[src/rtl/requant_pool2x2_pkg.sv]
// Shared types and constants for the requantize + 2x2 max-pool block.
// Holds the frame FSM state encoding, int8 saturation bounds and the product width.
package requant_pool2x2_pkg;

  typedef enum logic [1:0] {
    ST_IDLE   = 2'd0,
    ST_ACTIVE = 2'd1,
    ST_DRAIN  = 2'd2
  } state_t;

  localparam int PROD_W = 48;

  localparam logic signed [7:0] INT8_MAX = 8'sd127;
  localparam logic signed [7:0] INT8_MIN = -8'sd128;

  function automatic logic signed [7:0] max_s8(input logic signed [7:0] a,
                                                input logic signed [7:0] b);
    return (a > b) ? a : b;
  endfunction

endpackage

[src/rtl/requant_pool2x2_requantizer.sv]
// Requantizer: 48-bit product, round-half-up arithmetic shift, int8 saturation.
// One register stage; q_valid follows in_valid by exactly one cycle.
module requant_pool2x2_requantizer
  import requant_pool2x2_pkg::*;
(
  input  logic               clk,
  input  logic               rst_n,
  input  logic               in_valid,
  input  logic signed [31:0] pixel_in,
  input  logic        [15:0] mult,
  input  logic        [4:0]  shift,
  output logic               q_valid,
  output logic signed [7:0]  q
);

  logic signed [PROD_W-1:0] prod;
  logic signed [PROD_W:0]   rnd;
  logic signed [PROD_W:0]   rounded;
  logic signed [PROD_W:0]   shifted;
  logic signed [7:0]        sat;

  always_comb begin
    prod = PROD_W'(signed'(pixel_in)) * PROD_W'(signed'({1'b0, mult}));
    rnd  = '0;
    if (shift != 5'd0) begin
      rnd = (PROD_W + 1)'(1) << (shift - 5'd1);
    end
    // One guard bit keeps the rounding add from wrapping near full scale.
    rounded = (PROD_W + 1)'(prod) + rnd;
    shifted = rounded >>> shift;
    if (shifted > (PROD_W + 1)'(INT8_MAX)) begin
      sat = INT8_MAX;
    end else if (shifted < (PROD_W + 1)'(INT8_MIN)) begin
      sat = INT8_MIN;
    end else begin
      sat = shifted[7:0];
    end
  end

  always_ff @(posedge clk or negedge rst_n) begin
    if (!rst_n) begin
      q_valid <= 1'b0;
      q       <= '0;
    end else begin
      q_valid <= in_valid;
      if (in_valid) begin
        q <= sat;
      end
    end
  end

endmodule

[src/rtl/requant_pool2x2.sv]
// Requantize a raster stream of conv accumulators to int8, then optionally 2x2 max-pool.
// Pipeline: accept -> requant register -> pool/output register (2 cycles in to out).
module requant_pool2x2
  import requant_pool2x2_pkg::*;
#(
  parameter int IMAGE_WIDTH  = 128,
  parameter int IMAGE_HEIGHT = 128
) (
  input  logic               clk,
  input  logic               rst_n,
  input  logic               in_valid,
  input  logic signed [31:0] pixel_in,
  input  logic        [15:0] mult,
  input  logic        [4:0]  shift,
  input  logic        [7:0]  width,
  input  logic        [7:0]  height,
  input  logic               pool_en,
  output logic               out_valid,
  output logic signed [7:0]  pixel_out,
  output logic               frame_done
);

  localparam int LB_DEPTH = IMAGE_WIDTH / 2;
  localparam int LB_AW    = (LB_DEPTH > 1) ? $clog2(LB_DEPTH) : 1;
  localparam int COL_W    = LB_AW + 1;
  localparam int ROW_W    = (IMAGE_HEIGHT > 1) ? $clog2(IMAGE_HEIGHT) : 1;

  state_t               state_reg;
  logic [COL_W-1:0]     col_reg;
  logic [ROW_W-1:0]     row_reg;
  logic [7:0]           width_reg;
  logic [7:0]           height_reg;
  logic                 pool_reg;

  logic [7:0]           frame_w;
  logic [7:0]           frame_h;
  logic                 frame_pool;
  logic [7:0]           col8;
  logic [7:0]           row8;
  logic [7:0]           w_even;
  logic [7:0]           h_even;
  logic                 start_ok;
  logic                 accept;
  logic                 col_last;
  logic                 row_last;
  logic                 px_last;
  logic                 px_keep;
  logic                 px_final;

  // Frame geometry comes straight from the ports on the starting pixel, latched afterwards.
  assign frame_w    = (state_reg == ST_IDLE) ? width   : width_reg;
  assign frame_h    = (state_reg == ST_IDLE) ? height  : height_reg;
  assign frame_pool = (state_reg == ST_IDLE) ? pool_en : pool_reg;

  assign col8     = 8'(col_reg);
  assign row8     = 8'(row_reg);
  assign w_even   = {frame_w[7:1], 1'b0};
  assign h_even   = {frame_h[7:1], 1'b0};
  assign start_ok = (width >= 8'd2) && (height >= 8'd2);
  assign accept   = in_valid &&
                    (((state_reg == ST_IDLE) && start_ok) || (state_reg == ST_ACTIVE));

  assign col_last = (col8 == frame_w - 8'd1);
  assign row_last = (row8 == frame_h - 8'd1);
  assign px_last  = col_last && row_last;
  // Odd trailing column/row never completes a window, so it is dropped when pooling.
  assign px_keep  = !frame_pool || ((col8 < w_even) && (row8 < h_even));
  assign px_final = frame_pool ? ((col8 == w_even - 8'd1) && (row8 == h_even - 8'd1))
                               : px_last;

  always_ff @(posedge clk or negedge rst_n) begin
    if (!rst_n) begin
      state_reg  <= ST_IDLE;
      col_reg    <= '0;
      row_reg    <= '0;
      width_reg  <= '0;
      height_reg <= '0;
      pool_reg   <= 1'b0;
    end else begin
      if (accept) begin
        if (col_last) begin
          col_reg <= '0;
          row_reg <= px_last ? '0 : row_reg + ROW_W'(1);
        end else begin
          col_reg <= col_reg + COL_W'(1);
        end
      end
      case (state_reg)
        ST_IDLE: begin
          if (accept) begin
            width_reg  <= width;
            height_reg <= height;
            pool_reg   <= pool_en;
            state_reg  <= ST_ACTIVE;
          end
        end
        ST_ACTIVE: begin
          if (accept && px_last) begin
            state_reg <= ST_DRAIN;
          end
        end
        ST_DRAIN: state_reg <= ST_IDLE;
        default:  state_reg <= ST_IDLE;
      endcase
    end
  end

  logic              q_valid;
  logic signed [7:0] q_val;

  requant_pool2x2_requantizer u_requantizer (
    .clk      (clk),
    .rst_n    (rst_n),
    .in_valid (accept),
    .pixel_in (pixel_in),
    .mult     (mult),
    .shift    (shift),
    .q_valid  (q_valid),
    .q        (q_val)
  );

  // Position tags travel alongside the requant register.
  logic             s1_pool;
  logic             s1_keep;
  logic             s1_col_odd;
  logic             s1_row_odd;
  logic             s1_final;
  logic [LB_AW-1:0] s1_idx;

  always_ff @(posedge clk or negedge rst_n) begin
    if (!rst_n) begin
      s1_pool    <= 1'b0;
      s1_keep    <= 1'b0;
      s1_col_odd <= 1'b0;
      s1_row_odd <= 1'b0;
      s1_final   <= 1'b0;
      s1_idx     <= '0;
    end else if (accept) begin
      s1_pool    <= frame_pool;
      s1_keep    <= px_keep;
      s1_col_odd <= col_reg[0];
      s1_row_odd <= row_reg[0];
      s1_final   <= px_final;
      s1_idx     <= col_reg[COL_W-1:1];
    end
  end

  logic signed [7:0] pair_reg;
  logic signed [7:0] linebuf [LB_DEPTH];
  logic signed [7:0] lb_rd_reg;
  logic              lb_we;
  logic [LB_AW-1:0]  lb_addr;
  logic signed [7:0] lb_wdata;

  // Writes happen only on even rows and reads only for odd-row odd-column pixels,
  // and those can never fall in the same cycle, so a single port is enough.
  assign lb_we    = q_valid && s1_pool && s1_keep && s1_col_odd && !s1_row_odd;
  assign lb_addr  = lb_we ? s1_idx : col_reg[COL_W-1:1];
  assign lb_wdata = max_s8(pair_reg, q_val);

  always_ff @(posedge clk) begin
    if (lb_we) begin
      linebuf[lb_addr] <= lb_wdata;
    end
    lb_rd_reg <= linebuf[lb_addr];
  end

  logic              out_valid_reg;
  logic signed [7:0] pixel_out_reg;
  logic              frame_done_reg;

  always_ff @(posedge clk or negedge rst_n) begin
    if (!rst_n) begin
      out_valid_reg  <= 1'b0;
      pixel_out_reg  <= '0;
      frame_done_reg <= 1'b0;
      pair_reg       <= '0;
    end else begin
      out_valid_reg  <= 1'b0;
      frame_done_reg <= 1'b0;
      if (q_valid) begin
        if (!s1_pool) begin
          out_valid_reg  <= 1'b1;
          pixel_out_reg  <= q_val;
          frame_done_reg <= s1_final;
        end else if (s1_keep) begin
          if (!s1_col_odd) begin
            pair_reg <= q_val;
          end else if (s1_row_odd) begin
            out_valid_reg  <= 1'b1;
            pixel_out_reg  <= max_s8(max_s8(lb_rd_reg, pair_reg), q_val);
            frame_done_reg <= s1_final;
          end
        end
      end
    end
  end

  assign out_valid  = out_valid_reg;
  assign pixel_out  = pixel_out_reg;
  assign frame_done = frame_done_reg;

endmodule

[config.mk]
export PLATFORM = sky130hd
export DESIGN_NAME = requant_pool2x2
export DESIGN_NICKNAME = d
export VERILOG_FILES = /design/src/rtl/requant_pool2x2_pkg.sv /design/src/rtl/requant_pool2x2_requantizer.sv /design/src/rtl/requant_pool2x2.sv
export SDC_FILE = /design/constraint.sdc
export NUM_CORES = 2
export LEC_CHECK = 0
export CAP_MARGIN = 10
export CORE_ASPECT_RATIO = 1.75
export CORE_MARGIN = 5
export CORE_UTILIZATION = 35
export DETAILED_ROUTE_END_ITERATION = 12
export GPL_TIMING_DRIVEN = 0
export PLACE_DENSITY = 0.51
export SETUP_SLACK_MARGIN = 0.4
export SYNTH_ARGS = -nofsm -noshare
export SYNTH_HDL_FRONTEND = slang
export SYNTH_HIERARCHICAL = 1
export SYNTH_SLANG_ARGS = --single-unit
[constraint.sdc]
create_clock -name clk -period 5.45 [get_ports clk]
set_clock_uncertainty 0.1 [all_clocks]
set_input_delay 1.09 -clock clk [delete_from_list [all_inputs] [get_ports clk]]
set_output_delay 1.09 -clock clk [all_outputs]
set_load 0.03 [all_outputs]
==> metrics.txt <==
max incr delay on CP=around 0.53 ns; Synth Area per Inst=approximately 10 um^2; FF-to-FF path depth=10; Critical R2R Launch=s1_idx[2]; area leader, netlist=edfxtp_1; synthesized flop and latch total=~590; Hold Crit Class=input pin to asynchronous set/reset pin; Clock Sinks=about 590; global route overflow=0; Worst path slowest cell=fa_1; CTS Buffer Depth=3; Mapped Area=0.0498 mm^2; YS warnings=6; Final nets=5923; DR WL/cell=30.2 um; TritonCTS clock tree=yes; initial antenna violation count=6; global placer's final weighted congestion=between 0.9 and 1; fraction of layout instances using a drive strength above 1=0.152; row count=~180; r2r endpoint=lb_rd_reg[4]; worst path required time=5.89 ns; Final Max Slew Viols=0; share of the synthesized area in the top cell type=0.309; first-pass GRT wire length=~300000 um; Placed Cells=around 6.8k; GRT Overall Usage=0.280; crit start category=input pin; Antenna Nets Post-Route=0; H-tree Lvls=2; DR vias/cell=between 5 and 6; vias in the first global route=~43k; Post-synth EDFFs=512; I/O Buffers=80; Synth Net Count=5608; Initial DRC Count=about 2.8k; failing checks=negative setup slack; Residual DRC=0; Slew HR=0.0636; Finished Layout Cells=about 7k; Main synth FF type=edfxtp_1; Final Hold Fails=0; CTS buffer count=~50; Largest register FFs=512; register area share after synthesis=0.348; clock root cell=clkbuf_16; WS Path Type=input pin to flip-flop; largest net degree at the start of global routing=56; crit-path max FO=7; Mapped Cells=approximately 4.9k; final wirelength=around 210000 um; actual slew at the worst max-slew pin=1.40 ns; die area=roughly 0.15 mm^2; clk_lat worst skew=approximately 0.64 ns; 1st-pass router iterations=6; fill cell count=about 14k; Fmax=between 90 and 100 MHz; die height=509 um; final worst-path cycle share=1.96; crit path DAT=11.10 ns; setup violators final=8; max_cap viols=0; core area=between 0.1 and 0.15 mm^2; I/O Pins=between 80 and 90; Critical Path End Type=flip-flop; clock slew at reported path FFs=approximately 0.080 ns; hpwl dp=around 170000 um; routed vias=40.8k; Die Width=295 um; most numerous cell in the Yosys netlist=edfxtp_1; top post-synthesis cells by count=edfxtp_1, inv_1, fa_1; ranking of synthesized cells by area=edfxtp_1, fa_1, ha_1; Top reg by flops=linebuf; Distinct cells, synth=116; Final WS setup=-5.21 ns; Area Growth Syn to Fin=18.3%; FF-to-FF setup slack=slightly below 0.4 ns; crit path launch=mult[2]; Initial Util=0.351; Async SR Flop Fraction=0.120; crit path time final=about 11 ns; status=complete, but fails checks; RSZ-0062 raised after global routing=yes; DP Area=about 0.054 mm^2; Final Instance Area=~0.059 mm^2
==> placed cells by master (no fill, tap or decap), types with 39 or more instances in the layout <==
master,n
edfxtp_1,512
a211oi_1,49
buf_2,56
buf_4,156
o211ai_1,39
nand3_1,98
inv_1,490
nand2_1,392
and2_1,353
a22oi_1,82
a21oi_1,156
o21ai_0,269
ha_1,174
fa_1,473
nor3_1,55
clkbuf_16,66
nor2_1,255
nand4_1,67
clkbuf_1,126
dfrtp_1,71
xnor2_1,59
a22o_1,77
mux2i_1,65
==> how the worst max path moves through the flow <==
stage	end	cells after the start	slack, ns
floorplan	u_requantizer/q[1]	39	-4.55
global placement	u_requantizer/q[4]	40	-9.58
detailed placement	u_requantizer/q[6]	39	-8.97
CTS	u_requantizer/q[3]	43	-5.14
global route	u_requantizer/q[4]	43	-5.43
finish	u_requantizer/q[4]	45	-5.21
==> kinds of logic after synthesis <==
group | Yosys count | synth area share
multiplexers | 115 | 0.0253
AND/OR/NAND/NOR | 1488 | 0.154
other | 1 | 0.0000753
flip-flops | 591 | 0.348
buffers and inverters | 774 | 0.0596
adder cells (fa/ha/maj) | 675 | 0.243
AO/OA/AOI/OAI | 1115 | 0.152
XOR/XNOR | 101 | 0.0181
==> worst max-delay path, delay by kind of cell <==
| family | cells | cell delay, ns |
|---|---|---|
| AOI/OAI and AO/OA | 9 | 2.50 |
| xor gates and xnor gates | 2 | 0.30 |
| buffers and inverters | 14 | 1.58 |
| adders and majority gates | 8 | 3.64 |
| and+or+nand+nor | 12 | 1.93 |
==> per-layer routing <==
metal / wire length [um] / track usage
met1: 65000 / 0.258
met2: 117000 / 0.543
met3: 8700 / 0.0282
met4: 22900 / 0.231
met5: 0 / 0
==> through the flow <==
stage | setup WS [ns] | util | hold WS, ns | TNS (ns)
after global routing | -5.43 | 0.415 | 0.225 | -41.24
after global placement | -9.58 | 0.375 | 0.387 | -1048.00
after CTS | -5.14 | 0.409 | 0.206 | -39.23
after detailed placement | -8.97 | 0.380 | 0.396 | -69.48
after floorplan | -4.55 | - | 0.374 | -35.04
final | -5.21 | 0.415 | 0.210 | -39.57
==> area by class of cell <==
type / count / area (um^2) / area share
diodes: 5 / 12.5 / 0.000212
plain buffers: 267 / 1920 / 0.0325
clock buffers: 56 / 1270 / 0.0216
clock inverters: 34 / 278 / 0.00472
inverters: 507 / 1900 / 0.0323
multi-input cells: 3495 / 31400 / 0.533
flip-flops and latches: 591 / 17300 / 0.294
well taps: 1850 / 2310 / 0.0393
repair buffers: 264 / 2490 / 0.0423
==> repair_timing <==
| action | CTS | global route |
|---|---|---|
| hold buffers | 0 | 0 |
| cloned | 4 | 0 |
| pin swaps | 92 | 109 |
| setup buffers | 106 | 42 |
| setup endpoints to repair | 15 | 22 |
| gates resized for setup | 616 | 155 |
Power is not shown: default switching activity piles up to over one toggle a cycle in this logic, so the estimate is an artifact.
